File: config.mk
export PLATFORM = sky130hd
export DESIGN_NAME = tap_rx_assembler
export DESIGN_NICKNAME = d
export VERILOG_FILES = /design/src/rtl/tap_uart_pkg.sv /design/src/rtl/rx_watchdog.sv /design/src/rtl/tap_rx_assembler.sv
export SDC_FILE = /design/constraint.sdc
export NUM_CORES = 1
export LEC_CHECK = 0
export CORE_ASPECT_RATIO = 0.5
export CORE_MARGIN = 5
export CORE_UTILIZATION = 47
export DETAILED_ROUTE_END_ITERATION = 16
export PLACE_DENSITY = 0.83
export SLEW_MARGIN = 10
export SYNTH_ARGS = -nofsm -noshare
export SYNTH_HDL_FRONTEND = slang
export SYNTH_SLANG_ARGS = --single-unit
File: constraint.sdc
create_clock -name CLK_I -period 2.9 [get_ports CLK_I]
set_input_delay 0.725 -clock CLK_I [delete_from_list [all_inputs] [get_ports CLK_I]]
set_output_delay 0.725 -clock CLK_I [all_outputs]
set_load 0.1 [all_outputs]
File: src/rtl/tap_uart_pkg.sv
// Shared types for the UART -> TAP/DMI command path: op codes, assembler
// states and the frame layout handed to the TAP/DMI logic.
package tap_uart_pkg;

    localparam int OP_W           = 2;
    localparam int ADDR_W         = 6;
    localparam int MAX_DATA_BYTES = 8;

    typedef enum logic [OP_W-1:0] {
        OP_NOP   = 2'b00,
        OP_READ  = 2'b01,
        OP_WRITE = 2'b10,
        OP_RSVD  = 2'b11
    } op_e;

    typedef enum logic [1:0] {
        IDLE,
        COLLECT,
        EMIT
    } asm_state_e;

    // Widest possible frame; narrower builds use the low 8*DATA_BYTES bits.
    typedef struct packed {
        op_e                             op;
        logic [ADDR_W-1:0]               addr;
        logic [8*MAX_DATA_BYTES-1:0]     data;
    } frame_t;

endpackage

File: src/rtl/rx_watchdog.sv
// Idle watchdog for a partially collected frame: counts consecutive active
// cycles and raises expire on the TIMEOUT_CYCLES-th one. Dropping active
// (a pop, or leaving COLLECT) clears the count.
module rx_watchdog #(
    parameter int unsigned TIMEOUT_CYCLES = 1000000
) (
    input  logic clk,
    input  logic rst,
    input  logic active,
    output logic expire
);

    localparam int CNT_W = $clog2(TIMEOUT_CYCLES + 1);
    localparam logic [CNT_W-1:0] LAST_CNT = CNT_W'(TIMEOUT_CYCLES - 1);

    logic [CNT_W-1:0] cnt_q;

    // Count idle cycles, restart whenever the idle run is broken, hold at the limit.
    always_ff @(posedge clk) begin
        if (rst || !active) begin
            cnt_q <= '0;
        end else if (cnt_q != LAST_CNT) begin
            cnt_q <= cnt_q + CNT_W'(1);
        end
    end

    assign expire = active && (cnt_q == LAST_CNT);

endmodule

File: src/rtl/tap_rx_assembler.sv
// Assembles unescaped bytes/command flags from the UART escape filter into
// (op, addr, data) frames for the TAP/DMI logic. Any command byte resyncs;
// stray data and reserved commands are dropped.
// Optional: define TAP_RX_TIMEOUT_EN to abort partial WRITE frames after
// TIMEOUT_CYCLES idle cycles (instantiates rx_watchdog).
module tap_rx_assembler
    import tap_uart_pkg::*;
#(
    parameter int unsigned DATA_BYTES     = 4,
    parameter int unsigned TIMEOUT_CYCLES = 1000000
) (
    input  logic                    CLK_I,
    input  logic                    RST_I,
    input  logic                    RX_EMPTY_I,
    input  logic                    CMD_REC_I,
    input  logic [7:0]              DATA_REC_I,
    output logic                    READ_O,
    output logic                    FRAME_VALID_O,
    input  logic                    FRAME_READY_I,
    output logic [OP_W-1:0]         FRAME_OP_O,
    output logic [ADDR_W-1:0]       FRAME_ADDR_O,
    output logic [8*DATA_BYTES-1:0] FRAME_DATA_O,
    output logic                    ABORT_O,
    output logic                    DROP_O
);

    localparam int CNT_W = $clog2(DATA_BYTES + 1);
    localparam logic [CNT_W-1:0] LAST_CNT = CNT_W'(DATA_BYTES - 1);

    asm_state_e              state_q, state_d;
    logic [CNT_W-1:0]        count_q, count_d;
    op_e                     op_q, op_d;
    logic [ADDR_W-1:0]       addr_q, addr_d;
    logic [8*DATA_BYTES-1:0] data_q, data_d;
    logic                    valid_q, valid_d;
    logic                    abort_q, abort_d;
    logic                    drop_q, drop_d;

    logic                    pop;
    op_e                     cmd_op;
    logic                    wd_expire;

    // A byte is consumed whenever one is offered, except while a frame waits for the consumer.
    assign pop    = !RX_EMPTY_I && !RST_I && (state_q != EMIT);
    assign cmd_op = op_e'(DATA_REC_I[7:6]);

`ifdef TAP_RX_TIMEOUT_EN
    logic wd_active;

    assign wd_active = (state_q == COLLECT) && RX_EMPTY_I;

    rx_watchdog #(
        .TIMEOUT_CYCLES(TIMEOUT_CYCLES)
    ) u_rx_watchdog (
        .clk   (CLK_I),
        .rst   (RST_I),
        .active(wd_active),
        .expire(wd_expire)
    );
`else
    // No watchdog: a partial frame waits indefinitely.
    assign wd_expire = 1'b0 & (TIMEOUT_CYCLES == 0);
`endif

    // Next-state and next-frame decode; the frame registers only change on a pop or a timeout.
    always_comb begin
        state_d = state_q;
        count_d = count_q;
        op_d    = op_q;
        addr_d  = addr_q;
        data_d  = data_q;
        abort_d = 1'b0;
        drop_d  = 1'b0;

        if (state_q == EMIT) begin
            if (FRAME_READY_I) begin
                state_d = IDLE;
            end
        end else if (wd_expire) begin
            abort_d = 1'b1;
            state_d = IDLE;
            count_d = '0;
        end else if (pop) begin
            if (CMD_REC_I) begin
                // A command in the middle of a WRITE throws the partial frame away.
                if (state_q == COLLECT) begin
                    abort_d = 1'b1;
                    state_d = IDLE;
                end
                count_d = '0;
                case (cmd_op)
                    OP_READ: begin
                        op_d    = OP_READ;
                        addr_d  = DATA_REC_I[ADDR_W-1:0];
                        data_d  = '0;
                        state_d = EMIT;
                    end
                    OP_WRITE: begin
                        op_d    = OP_WRITE;
                        addr_d  = DATA_REC_I[ADDR_W-1:0];
                        data_d  = '0;
                        state_d = COLLECT;
                    end
                    OP_RSVD: begin
                        drop_d  = 1'b1;
                        state_d = IDLE;
                    end
                    default: begin
                    end
                endcase
            end else if (state_q == COLLECT) begin
                data_d[8*count_q +: 8] = DATA_REC_I;
                count_d = count_q + CNT_W'(1);
                if (count_q == LAST_CNT) begin
                    state_d = EMIT;
                end
            end else begin
                drop_d = 1'b1;
            end
        end

        valid_d = (state_d == EMIT);
    end

    // State, frame and pulse registers; reset clears everything without an abort pulse.
    always_ff @(posedge CLK_I) begin
        if (RST_I) begin
            state_q <= IDLE;
            count_q <= '0;
            op_q    <= OP_NOP;
            addr_q  <= '0;
            data_q  <= '0;
            valid_q <= 1'b0;
            abort_q <= 1'b0;
            drop_q  <= 1'b0;
        end else begin
            state_q <= state_d;
            count_q <= count_d;
            op_q    <= op_d;
            addr_q  <= addr_d;
            data_q  <= data_d;
            valid_q <= valid_d;
            abort_q <= abort_d;
            drop_q  <= drop_d;
        end
    end

    assign READ_O        = pop;
    assign FRAME_VALID_O = valid_q;
    assign FRAME_OP_O    = op_q;
    assign FRAME_ADDR_O  = addr_q;
    assign FRAME_DATA_O  = data_q;
    assign ABORT_O       = abort_q;
    assign DROP_O        = drop_q;

endmodule

==> flow_metrics.tcl <==
set metrics [dict create \
    clk_latency_ns 0.30 \
    endpoint_kind "primary output" \
    reg2reg_depth 7 \
    core_um2 4860 \
    max-vdd-ir-drop_v 0.000235 \
    syn_area_um2 2340 \
    wl_per_cell_um 16.6 \
    die_x_um 110 \
    worstPathCellList "clkdlybuf4s50_1, or2_0, nor2_2, buf_12" \
    finalMaxSlewViolations 0 \
    diodes 0 \
    synth_area_per_cell_um2 9.24 \
    nets 331 \
    cts_made_buffers 5 \
    path_clk_slew_ns 0.09 \
    drcViolationCount 0 \
    die_y_um 59.9 \
    cts_tree "done" \
    post_cts_buffers 0 \
    clock_sinks 48 \
    worstMarginPinSlew_ns 0.659 \
    p_leak_nw 1.24 \
    worst-path-stages 4 \
    ys_async_sr_fraction 0 \
    initial_core_util 0.480 \
    crit_arrival_ns 1.93 \
    setup_viol 0 \
    yosys.cell_types.count 42 \
    fill_cells 429 \
    syn_inst 253 \
    grt_usage 0.192 \
    die-area_um2 6570 \
    synth_nets 277 \
    fin_area_um2 2990 \
    synth_top_area_cell "dfxtp_1" \
    finalHoldViolCount 0 \
    ys_warn_count 0 \
    rsz0062_at_grt "no" \
    layout_worst_path_cycle_share 0.915 \
    wirelength_um 6280 \
    grt_pass1_wl_um 9810 \
    finalPower_mw 1.33 \
    start_kind "input pin" \
    status "finished clean" \
    grt-ovfl-total 0 \
    io_pins 57 \
    hold-path-cell-count 2 \
    avgViaCountPerCell 5.76 \
    core.rowCount 18 \
    finalClockSkew_ns 0.00672 \
    hold_buffers 0 \
    cpPeakStageDelay_ns 0.42 \
    seq_area_frac_synth 0.411 \
    ant_nets 0 \
    postPlaceCellArea_um2 2880 \
    area_delta_synth_final_pct 28.1 \
    cts_buffer_depth 2 \
    first_pass_iters 4 \
    drt-initial-drc-count 154 \
    synth-seq-cells 48 \
    path_buf_inv 2 \
    slew_headroom 0.558 \
    synth-edff-count 0 \
    io_buffers 56 \
    grt_pass1_vias 1985 \
    synth.top_cells.by_area "dfxtp_1, o311ai_0, ha_1" \
    cp_top_family "buffers and inverters" \
    netlist.area_leader.share 0.411 \
    drive_gt1_frac 0.231 \
    globalplace.congestion 0.827 \
    yosysMostFrequentCell "dfxtp_1" \
    critical_path_class "input pin to primary output" \
    cp_slowest_cell "clkdlybuf4s50_1" \
    cts-root-buf "clkbuf_8" \
    drv_cap 0 \
    antenna_found_initial 0 \
    htreeDepth 2 \
    min_path_type "flop to flop" \
    dp.final_hpwl_um 4750 \
    synth_common_cells "dfxtp_1, nand2_1, nor2_1, o311ai_0" \
    min_period_ns 2.65 \
    synth_ff_type "dfxtp_1" \
    grt_max_degree 30 \
    clock.fmax_mhz 377 \
    cp_data_required_time_ns 2.17 \
    power_density_nw_per_um2 446 \
    crit_fanout 5 \
    finalSetupTns_ns 0 \
    via_count 2176 \
]
==> cells in the final DEF (no fill, tap or decap), types with 4 or more instances in the layout <==
cell type and instances:
a22o_1 6, nor3_1 7, mux2_4 4, clkdlybuf4s50_1 12, ha_1 11, clkbuf_8 5, o41ai_1 8, mux2i_1 12
a21oi_1 9, nand4_1 8, o21ai_0 4, inv_1 10, nand2b_1 11, buf_4 53, dfxtp_1 48, nor2_1 15
nor4_1 8, o311ai_0 16, nor2b_1 6, nand2_1 23
==> registers in the layout, indices dropped and copies added, names as in the netlist <==
name           count
FRAME_DATA_O      32
FRAME_ADDR_O       6
count_q            3
FRAME_OP_O         2
state_q            2
ABORT_O            1
DROP_O             1
FRAME_VALID_O      1
==> cell type report <==
type / count / area [µm²] / area share
clock buffers: 5 / 68.8 / 0.0230
clock inverters: 3 / 42.5 / 0.0142
inverters: 10 / 37.5 / 0.0125
multi-input cells: 176 / 1260 / 0.420
flip-flops and latches: 48 / 961 / 0.321
well taps: 70 / 87.6 / 0.0293
repair buffers: 66 / 538 / 0.180
==> power breakdown <==
part | switching (mW) | internal (mW) | total (mW)
registers | 0.00511 | 0.665 | 0.670
logic | 0.123 | 0.0555 | 0.178
clock network | 0.230 | 0.255 | 0.486
==> what timing repair did <==
item                                    CTS  global route
endpoints found under the setup margin    0             1
gates resized for setup                   0             1
hold endpoints to repair                  0             0
==> path summary, 6_finish.rpt <==
kind,slack (ns),start,to
worst min-delay path,0.47,FRAME_DATA_O[10],FRAME_DATA_O[10]
worst max-delay path,0.25,RX_EMPTY_I,READ_O
worst min register to register,0.47,FRAME_DATA_O[10],FRAME_DATA_O[10]
worst max register to register,0.30,count_q[0],FRAME_DATA_O[0]
==> metrics by stage <==
step	hold WS (ns)	setup WS [ns]	util	std cells
final	0.473	0.247	0.615	378
after floorplan	0.462	0.261	-	253
after global placement	0.453	0.122	0.591	370
after detailed placement	0.462	0.0418	0.591	370
after global routing	0.501	0.152	0.615	378
after CTS	0.475	0.240	0.614	378
==> worst register-to-register path: cells and delay by family (launching register included) <==
family | cells | cell delay [ns]
compound gates | 3 | 0.81
fa+ha+maj | 2 | 0.59
flops | 1 | 0.53
simple gates | 1 | 0.46
buf+inv | 1 | 0.12
==> per-layer routing <==
| metal | vias up | GRT usage | wire length [µm] |
|---|---|---|---|
| li1 | 1055 | - | - |
| met1 | 1031 | 0.276 | 2850 |
| met2 | 83 | 0.290 | 2900 |
| met3 | 7 | 0.0431 | 465 |
| met4 | 0 | 0.0533 | 63 |
| met5 | - | 0 | 0 |
==> kinds of logic after synthesis <==
kind of cell | synth area share
compound gates | 0.176
simple gates | 0.223
flops | 0.411
buf+inv | 0.0541
fa+ha+maj | 0.0589
mux | 0.0771
(Power assumes the default switching activity.)
